==> src/rtl/func_unit_seq.sv <==
// func_unit_seq: multi-cycle two-operand unit with swap, add/sub, shift-add multiply and restoring divide.
module func_unit_seq #(
  parameter int WIDTH = 8,
  localparam int CW = $clog2(WIDTH + 1)
) (
  input  logic             clk,
  input  logic             rst_n,
  input  logic             start,
  input  logic [1:0]       mode,
  input  logic [WIDTH-1:0] a,
  input  logic [WIDTH-1:0] b,
  output logic [WIDTH-1:0] x,
  output logic [WIDTH-1:0] y,
  output logic             flag,
  output logic             busy,
  output logic             done
);
  typedef enum logic {IDLE, CALC} state_t;
  state_t state, state_nx;
  logic [CW-1:0] cnt;
  logic [1:0] rmode;
  logic [WIDTH-1:0] ra, rb, diff, x_nx, y_nx;
  logic [2*WIDTH-1:0] acc;
  logic [WIDTH:0] sum, trial;
  logic fin, ge, flag_nx;
  assign busy = state == CALC;
  assign fin = busy && cnt == '0;
  assign sum = {1'b0, ra} + {1'b0, rb};
  // restoring-divide step: remainder lives in acc low half, quotient shifts into ra
  assign trial = {acc[WIDTH-1:0], ra[WIDTH-1]};
  assign ge = trial >= {1'b0, rb};
  assign diff = trial[WIDTH-1:0] - rb;
  always_comb begin
    state_nx = state;
    state_nx = state == IDLE ? (start ? CALC : IDLE) : (fin ? IDLE : CALC);
  end
  always_comb begin
    x_nx = rmode == 2'b00 ? rb : rmode == 2'b01 ? sum[WIDTH-1:0] : rmode == 2'b10 ? acc[WIDTH-1:0] : ra;
    y_nx = rmode == 2'b00 ? ra : rmode == 2'b01 ? ra - rb : rmode == 2'b10 ? acc[2*WIDTH-1:WIDTH] : acc[WIDTH-1:0];
    flag_nx = rmode == 2'b01 ? sum[WIDTH] : rmode == 2'b10 ? |acc[2*WIDTH-1:WIDTH] : rmode == 2'b11 ? rb == '0 : 1'b0;
  end
  always_ff @(posedge clk or negedge rst_n)
    if (!rst_n) state <= IDLE;
    else state <= state_nx;
  always_ff @(posedge clk or negedge rst_n) begin
    if (!rst_n) begin
      cnt <= '0;
      rmode <= '0;
      ra <= '0;
      rb <= '0;
      acc <= '0;
      x <= '0;
      y <= '0;
      flag <= 1'b0;
      done <= 1'b0;
    end else begin
      done <= fin;
      if (state == IDLE && start) begin
        ra <= a;
        rb <= b;
        rmode <= mode;
        acc <= '0;
        cnt <= mode[1] ? CW'(WIDTH) : '0;
      end else if (busy && !fin) begin
        cnt <= cnt - CW'(1);
        if (rmode == 2'b10) begin
          // MSB-first shift-add: acc = 2*acc + (multiplier bit ? multiplicand : 0)
          acc <= {acc[2*WIDTH-2:0], 1'b0} + {{WIDTH{1'b0}}, (ra[WIDTH-1] ? rb : {WIDTH{1'b0}})};
          ra <= ra << 1;
        end else begin
          acc <= {{WIDTH{1'b0}}, (ge ? diff : trial[WIDTH-1:0])};
          ra <= {ra[WIDTH-2:0], ge};
        end
      end else if (fin) begin
        x <= x_nx;
        y <= y_nx;
        flag <= flag_nx;
      end
    end
  end
endmodule

==> config.mk <==
export PLATFORM = sky130hd
export DESIGN_NAME = func_unit_seq
export DESIGN_NICKNAME = d
export VERILOG_FILES = /design/src/rtl/func_unit_seq.sv
export SDC_FILE = /design/constraint.sdc
export NUM_CORES = 1
export LEC_CHECK = 0
export BUFFER_PORTS_ARGS = -buffer_cell sky130_fd_sc_hd__buf_2
export CORE_MARGIN = 5
export CORE_UTILIZATION = 45
export CTS_BUF_LIST = sky130_fd_sc_hd__clkbuf_8
export CTS_CLUSTER_DIAMETER = 150
export DETAILED_ROUTE_END_ITERATION = 12
export PLACE_DENSITY = 0.68
export SKIP_LAST_GASP = 1
export SYNTH_ARGS = -nofsm -noshare
export SYNTH_HDL_FRONTEND = slang
export SYNTH_SLANG_ARGS = --single-unit
==> constraint.sdc <==
create_clock -name clk -period 3.1 [get_ports clk]
set_clock_uncertainty 0.05 [all_clocks]
set_input_delay 0.31 -clock clk [delete_from_list [all_inputs] [get_ports clk]]
set_output_delay 0.31 -clock clk [all_outputs]
set_load 0.03 [all_outputs]
Yosys cells after proc, flatten, opt, wreduce, memory -nomap -nowiden
Cells that the tools add are included.

Add/subtract/negate cells: 5. $lt $le $gt $ge: 1. Equality and inequality tests: 3. Mux-type cells: 23. Bitwise logic cells: 3. Reduce and logical (&&, ||, !) cells: 10.

Operator list (number): 8-bit two-way mux (10); 16-bit two-way mux (3); 16-bit by 8-bit adder with 16-bit output (1); 8-bit subtractor (2); 4-bit two-way mux (3); 8-bit by 8-bit adder with 9-bit output (1); 9-bit by 8-bit >= comparator with 1-bit output (1); 8-bit logical NOT (1); 8-bit OR reduction (1); 1-bit two-way mux (7); 2-bit == test, second input constant (2); 4-bit logical NOT (1); 4-bit by 1-bit subtractor with 4-bit output, second input constant (1); 1-bit logical AND (3); 1-bit NOT (3); 3-bit AND reduction (1); 2-bit by 1-bit == test with 1-bit output, second input constant (1); 2-bit logical NOT (1); 2-bit nonzero test (1); 1-bit logical NOT (1).

Flip-flop bits (word level): 57. Bits of input ports: 21. Output and inout bits: 19. Word-level logic and storage cells: 55.

Longest topological paths before layout
Gate-level depths: netlist of the first run.

Word-level depth: 6. Gate-level depth with buffers: 10. Gate-level depth less buffers: 10.

Worst setup path before layout of the first run
Ideal clock, no wire load.

Path kind: reg-to-reg. Start point: register rb[0]. End point: register x[6]. Library setup time: 0.125 ns. Arrival time: 2.226 ns. Required time: 2.925 ns. Path slack: 0.699 ns. Stages on the path, launching flop included: 10. Path buffers: 0. Period minus slack after synthesis: 2.401 ns. Cell sequence: dfrtp_1 -> ha_1 -> inv_1 -> fa_1 -> o21bai_4 -> a21oi_2 -> o31ai_4 -> xnor2_1 -> mux4_2 -> mux2_4.

Longest elaborated chain between the ends: 3.

Ends and longest elaborated chain: start, declared (line 22) `logic [WIDTH-1:0] ra, rb, diff, x_nx, y_nx;`; start signal, assigned (line 50) `rb <= '0;`; start signal, assigned (line 60) `rb <= b;`; 8-bit by 8-bit adder with 9-bit output (line 28) `assign sum = {1'b0, ra} + {1'b0, rb};`; 8-bit two-way mux (2 in a row) (line 38) `x_nx = rmode == 2'b00 ? rb : rmode == 2'b01 ? sum[WIDTH-1:0] : rmode == 2'b10 ? acc[WIDTH-1:0] : ra;`; end signal, assigned (line 75) `x <= x_nx;`; end, declared (line 12) `output logic [WIDTH-1:0] x,`.

No other way between the ends. A chain may end at the register's enable or synchronous reset.

Worst setup path in the final report of the first run
Same ends and word-level chain as after synthesis.

==> results.json, run 1 <==
{
  "status": "finished clean",
  "cap_viol_max_count": 0,
  "rsz0062_at_grt": "false",
  "ys.flop_type": "dfrtp_1",
  "cp_data_arrival_time_ns": 2.88,
  "clk_path_buf_depth": 2,
  "fin_setup_tns_ns": 0,
  "synth_mux_area_share_pct": 7.88,
  "worst_path_max_delay_cell": "dfrtp_1",
  "cts-root-buf": "clkbuf_8",
  "synth_compound_area_share_pct": 19.8,
  "io_pins": 40,
  "grt_antenna_before_repair": 0,
  "multi_input_area_um2": 2660,
  "cts.repair.resized": 0,
  "worstRegToRegCells": 9,
  "critPathLaunchType": "flop",
  "r2r-end": "x[6]$_DFFE_PN0P_",
  "syn-num-nets": 541,
  "crit_path_end_kind": "flop",
  "r2r_start": "rb[0]$_DFFE_PN0P_",
  "numCtsBuffers": 9,
  "synth_xor_xnor_area_share_pct": 5.48,
  "syn-cell-area_um2": 4320,
  "syn_to_final_growth_pct": 12.4,
  "start_util_pct": 46.5,
  "netlist_instances": 484,
  "synth_top_family_by_area": "compound AO/OA/AOI/OAI gates",
  "grt-ovfl-total": 0,
  "grt_max_degree": 43,
  "cp_max_fo": 7,
  "nFillCells": 901,
  "min_period_ns": 2.69,
  "yosys.area_share.simple_pct": 17.2,
  "critPathLaunch": "rb[0]$_DFFE_PN0P_",
  "dieArea_um2": 11700,
  "grt_pass1_vias": 3753,
  "cts_tree": "yes",
  "wire_per_inst_um": 17.9,
  "drtIter0Drc": 264,
  "fmax_mhz": 371,
  "drive_gt1_share_pct": 16.1,
  "antenna_left": 0,
  "die_x_um": 108,
  "cpLargestDelayFamily": "multiplexers",
  "ys_seq_area_share_pct": 33.0,
  "route.detailed.drc": 0,
  "ys_warn_count": 0,
  "worst_slew_pin_slew_ns": 0.988,
  "synth_edf_count": 0,
  "max_stage_delay_ns": 0.50,
  "min_path_type": "primary input to async pin",
  "synth_fa_ha_area_share_pct": 11.1,
  "clk_pin_slew_ns": 0.07,
  "diodes": 0,
  "final-seq-area_um2": 1430,
  "setup_viol": 0,
  "clock_latency_ns": 0.36,
  "nets": 575,
  "crit_cells": 9,
  "clock_sinks": 57,
  "slew-limit-headroom_pct": 34.2,
  "cts_setup_buffers": 0,
  "place_congestion": 0.940,
  "required_ns": 3.29,
  "endpoint": "x[6]$_DFFE_PN0P_",
  "vias": 3827,
  "cts_hold_buf": 0,
  "dp_hpwl_mm": 8.66,
  "slew_viol_final": 0,
  "timing.final.crit_share_pct": 86.8,
  "synth-seq-cells": 57,
  "grt_pass1_wl_mm": 19.4,
  "cp_num_buf_inv": 1,
  "critPathKind": "flop to flop",
  "dieHeight_um": 108,
  "firstDrtPassIters": 5,
  "drt-total-wl_mm": 11.7,
  "syn_area_per_cell_um2": 8.92,
  "h-tree-depth": 3,
  "core_um2": 9280,
  "synthArstFlopShare_pct": 100,
  "reg2reg_slack_ns": 0.41,
  "rows": 35,
  "grt_usage_pct": 21.5,
  "path_cells": "ha_1 -> inv_1 -> fa_1 -> o21bai_4 -> a21oi_2 -> o31ai_4 -> xnor2_1 -> mux4_2 -> mux2_4",
  "hold_viol": 0,
  "viasPerCell": 5.88,
  "synth_cell_types": 59,
  "port_buffers": 39
}
-- state kept, by name, summed over array words and instances, names as in the netlist --
name and cells:
y 8, done 1, x 8, acc 16, busy 1, ra 8, flag 1, rmode 2
rb 8, cnt 4
-- area by class of cell --
class / instances / share of cell area, %
Multi-Input combinational cell: 369 / 54.8
Sequential cell: 57 / 29.4
Timing Repair Buffer: 49 / 5.57
Clock buffer: 13 / 3.69
Tap cell: 129 / 3.33
Inverter: 32 / 2.48
Clock inverter: 2 / 0.722
-- worst reg2reg max path, cell delays in order (launching register included) --
cell,delay (ns)
dfrtp_1,0.50
ha_1,0.23
inv_1,0.06
fa_1,0.46
o21bai_4,0.15
a21oi_2,0.10
o31ai_4,0.21
xnor2_1,0.09
mux4_2,0.46
mux2_4,0.26
-- per-stage QoR --
stage	hold slack (ns)	setup WS, ns	cells	utilization (%)	cell area, µm²
after detailed placement	0.410	0.422	636	49.9	4640
after global routing	0.0998	0.249	651	52.3	4850
after CTS	0.0783	0.389	651	52.3	4850
after floorplan	-0.0356	0.699	484	-	4320
final	0.0620	0.408	651	52.3	4850
after global placement	0.405	0.463	636	49.9	4640
-- worst min-delay path by stage --
| stage | startpoint | end | slack (ns) | cells past startpoint |
|---|---|---|---|---|
| after floorplan | rst_n | acc[0]$_DFFE_PN0P_ | -0.04 | 0 |
| after global placement | y[6]$_DFFE_PN0P_ | y[6]$_DFFE_PN0P_ | 0.41 | 2 |
| after detailed placement | y[2]$_DFFE_PN0P_ | y[2]$_DFFE_PN0P_ | 0.41 | 2 |
| after CTS | b[0] | rb[0]$_DFFE_PN0P_ | 0.08 | 3 |
| after global routing | b[0] | rb[0]$_DFFE_PN0P_ | 0.1 | 3 |
| final | rst_n | rb[5]$_DFFE_PN0P_ | 0.06 | 1 |
-- Yosys cell counts (3+ instances only) --
master	number	area share, %
nand4_1	7	1.0
a222oi_1	7	1.6
a21o_1	6	1.0
mux4_2	7	3.7
mux2i_1	10	2.3
nand2b_1	7	1.0
nor3_1	9	1.0
buf_2	8	0.93
xor2_1	13	2.6
or3_1	3	0.43
nor4_1	6	0.87
nor3b_1	3	0.52
mux2_2	6	1.6
nor2b_1	6	0.87
a22oi_1	3	0.52
and3_1	3	0.43
o2111ai_1	3	0.61
dfrtp_1	57	33
a21oi_1	31	3.6
ha_1	32	9.3
o21ai_0	31	3.6
inv_1	32	2.8
xnor2_1	14	2.8
a211oi_1	17	3.0
nand3_1	13	1.5
nor2_1	25	2.2
clkbuf_1	16	1.4
o21bai_1	3	0.52
fa_1	4	1.9
nand2_1	65	5.7
-- metal layers --
| layer | vias up | wire, µm | share of wire, % | global-route usage [%] |
|---|---|---|---|---|
| li1 | 1825 | - | - | - |
| met1 | 1849 | 5130 | 44 | 28.6 |
| met2 | 136 | 5510 | 47 | 34.7 |
| met3 | 17 | 826 | 7.1 | 5.01 |
| met4 | 0 | 204 | 1.7 | 7.21 |
| met5 | - | 0 | 0 | 0 |
-- layout by cell type, fill, tap and decap left out, types with 10 or more instances in the layout --
master,instances
xnor2_1,14
clkbuf_8,13
xor2_1,13
nand2_1,65
ha_1,32
dfrtp_1,57
buf_4,10
inv_1,32
nand3_1,13
o21ai_0,31
buf_2,39
a21oi_1,31
mux2i_1,10
nor2_1,25
a211oi_1,17
-- cells by family (layout without fill, tap and decap cells) --
group           count (synthesis)  after routing
simple gates                  156            156
buf+inv                        58             96
xor+xnor                       27             27
flops                          57             57
compound gates                126            126
fa+ha+maj                      36             36
mux                            24             24
Power of run 1 is left out: the tool's default activity adds up to more than one toggle a clock period on the data nets, which glitch-free logic cannot reach.
==> inputs of run 2 (changes only) <==
--- a/config.mk
+++ b/config.mk
@@ -6,6 +6,7 @@
 export NUM_CORES = 1
 export LEC_CHECK = 0
 export BUFFER_PORTS_ARGS = -buffer_cell sky130_fd_sc_hd__buf_2
+export CORE_ASPECT_RATIO = 0.7
 export CORE_MARGIN = 5
 export CORE_UTILIZATION = 45
 export CTS_BUF_LIST = sky130_fd_sc_hd__clkbuf_8
==> run 2 against run 1 <==
  * Utilization up 0.57 points
  * Global-route usage up 0.086 points
  * First-iteration DRC count up 27%
  * Non-clock buffer count up 3
  * Via count up 2.1%
  * Cell count unchanged
  * Critical endpoint is now acc[7]$_DFFE_PN0P_
==> results.json, run 2 (synthesis gave the netlist of run 1 again) <==
{
  "clk_path_buf_depth": 2,
  "cp_max_fo": 9,
  "hold_viol": 0,
  "cpLargestDelayFamily": "adder cells",
  "largest_reg_flops": 16,
  "grt_pass1_wl_mm": 20.0,
  "cts-root-buf": "clkbuf_8",
  "critPathLaunchType": "flop",
  "numCtsBuffers": 9,
  "dieArea_um2": 11700,
  "cap_viol_max_count": 0,
  "core_um2": 9220,
  "antenna_left": 0,
  "layout_commonest_cell": "nand2_1",
  "clock_sinks": 57,
  "grt_max_degree": 35,
  "crit_path_end_kind": "flop",
  "grt_antenna_before_repair": 0,
  "drive_gt1_share_pct": 16.3,
  "required_ns": 3.24,
  "cp_num_buf_inv": 1,
  "clk_pin_slew_ns": 0.07,
  "multi_input_area_um2": 2660,
  "cts.repair.resized": 0,
  "nFillCells": 872,
  "final-seq-area_um2": 1430,
  "start_util_pct": 46.8,
  "vias": 3909,
  "nets": 578,
  "path_cells": "inv_1 -> nor2_1 -> ha_1 -> fa_1 -> a211oi_1 -> nor2_1 -> or3_1 -> nand3_1 -> a32o_1 -> a41oi_1",
  "cts_tree": "yes",
  "min_period_ns": 2.77,
  "reg2reg_slack_ns": 0.33,
  "firstDrtPassIters": 7,
  "wire_per_inst_um": 18.8,
  "dp_hpwl_mm": 9.14,
  "place_congestion": 0.875,
  "final_cell_mix": "65 x nand2_1, 57 x dfrtp_1, 39 x buf_2, 33 x inv_1, 32 x ha_1",
  "grt_pass1_vias": 3775,
  "slew-limit-headroom_pct": 40.1,
  "dieHeight_um": 91.9,
  "cp_data_arrival_time_ns": 2.91,
  "grt-ovfl-total": 0,
  "route.detailed.drc": 0,
  "fmax_mhz": 361,
  "regMostFlops": "acc",
  "rows": 29,
  "critPathKind": "flop to flop",
  "h-tree-depth": 3,
  "cts_setup_buffers": 0,
  "worst_slew_pin_slew_ns": 0.896,
  "design_area_um2": 4870,
  "clock_latency_ns": 0.35,
  "grt_usage_pct": 21.6,
  "min_path_type": "primary input to flop",
  "cpMostUsedCell": "nor2_1",
  "rsz0062_at_grt": "false",
  "drt-total-wl_mm": 12.2,
  "io_pins": 40,
  "fin_setup_tns_ns": 0,
  "placed_cell_area_um2": 4650,
  "drtIter0Drc": 335,
  "timing.final.crit_share_pct": 89.5,
  "status": "finished clean",
  "worst_path_max_delay_cell": "fa_1",
  "port_buffers": 39,
  "syn_to_final_growth_pct": 12.8,
  "slew_viol_final": 0,
  "setup_viol": 0,
  "die_x_um": 127,
  "max_stage_delay_ns": 0.43,
  "viasPerCell": 6.00
}
[run 2: cell count changes in the layout (fill, tap and decap cells not counted), sizes merged]
cell,previous run,this run
diode,0,1
inv,32,33
dlygate4sd3,0,1
clkbuf,13,9
buf,49,51
clkinvlp,0,1
clkinv,1,3
bufinv,1,2
[run 2: worst reg2reg max path, stage by stage, from the launching register on]
cell      delay [ns]
dfrtp_1         0.38
inv_1           0.29
nor2_1          0.09
ha_1            0.25
fa_1            0.43
a211oi_1        0.37
nor2_1          0.12
or3_1           0.36
nand3_1         0.09
a32o_1          0.13
a41oi_1         0.04
[run 2: stage by stage]
| step | setup slack, ns | hold WS [ns] | cells | util, % |
|---|---|---|---|---|
| 4_1_cts | 0.376 | 0.0996 | 650 | 52.8 |
| 5_1_grt | 0.182 | 0.119 | 650 | 52.8 |
| 2_1_floorplan | 0.699 | -0.0356 | 484 | - |
| 6_report | 0.326 | 0.111 | 651 | 52.8 |
| 3_3_place_gp | 0.514 | 0.257 | 633 | 50.4 |
| 3_5_place_dp | 0.401 | 0.273 | 633 | 50.4 |
[run 2: layer usage]
layer  up-vias  routed length (µm)  GRT usage [%]
li1       1825                   -              -
met2       159                5480           33.1
met1      1915                5700           31.6
met5         -                   0              0
met4         0                  96           4.38
met3        10                 930           4.76
[run 2: final cells by class]
cell class,count,share of cell area [%]
Multi-Input combinational cell,369,54.6
Tap cell,124,3.19
Clock inverter,7,1.77
Timing Repair Buffer,52,6.07
Sequential cell,57,29.3
Inverter,32,2.47
Antenna cell,1,0.0514
Clock buffer,9,2.54
[run 2: path summary, 6_finish.rpt]
check	from	to	depth (start not counted)
setup / recovery	rb[1]$_DFFE_PN0P_	acc[7]$_DFFE_PN0P_	10
hold / removal	mode[0]	rmode[0]$_DFFE_PN0P_	3
setup reg to reg	rb[1]$_DFFE_PN0P_	acc[7]$_DFFE_PN0P_	10
hold reg to reg	x[4]$_DFFE_PN0P_	x[4]$_DFFE_PN0P_	2
max in group asynchronous	rst_n	cnt[0]$_DFFE_PN0P_	3
min in group asynchronous	rst_n	ra[2]$_DFFE_PN0P_	2
[run 2: timing repair]
action,4_1_cts,5_1_grt
hold buffers,1,0
endpoints found under the setup margin,0,0
endpoints found under the hold margin,23,0
Power of run 2 is left out for the same reason.
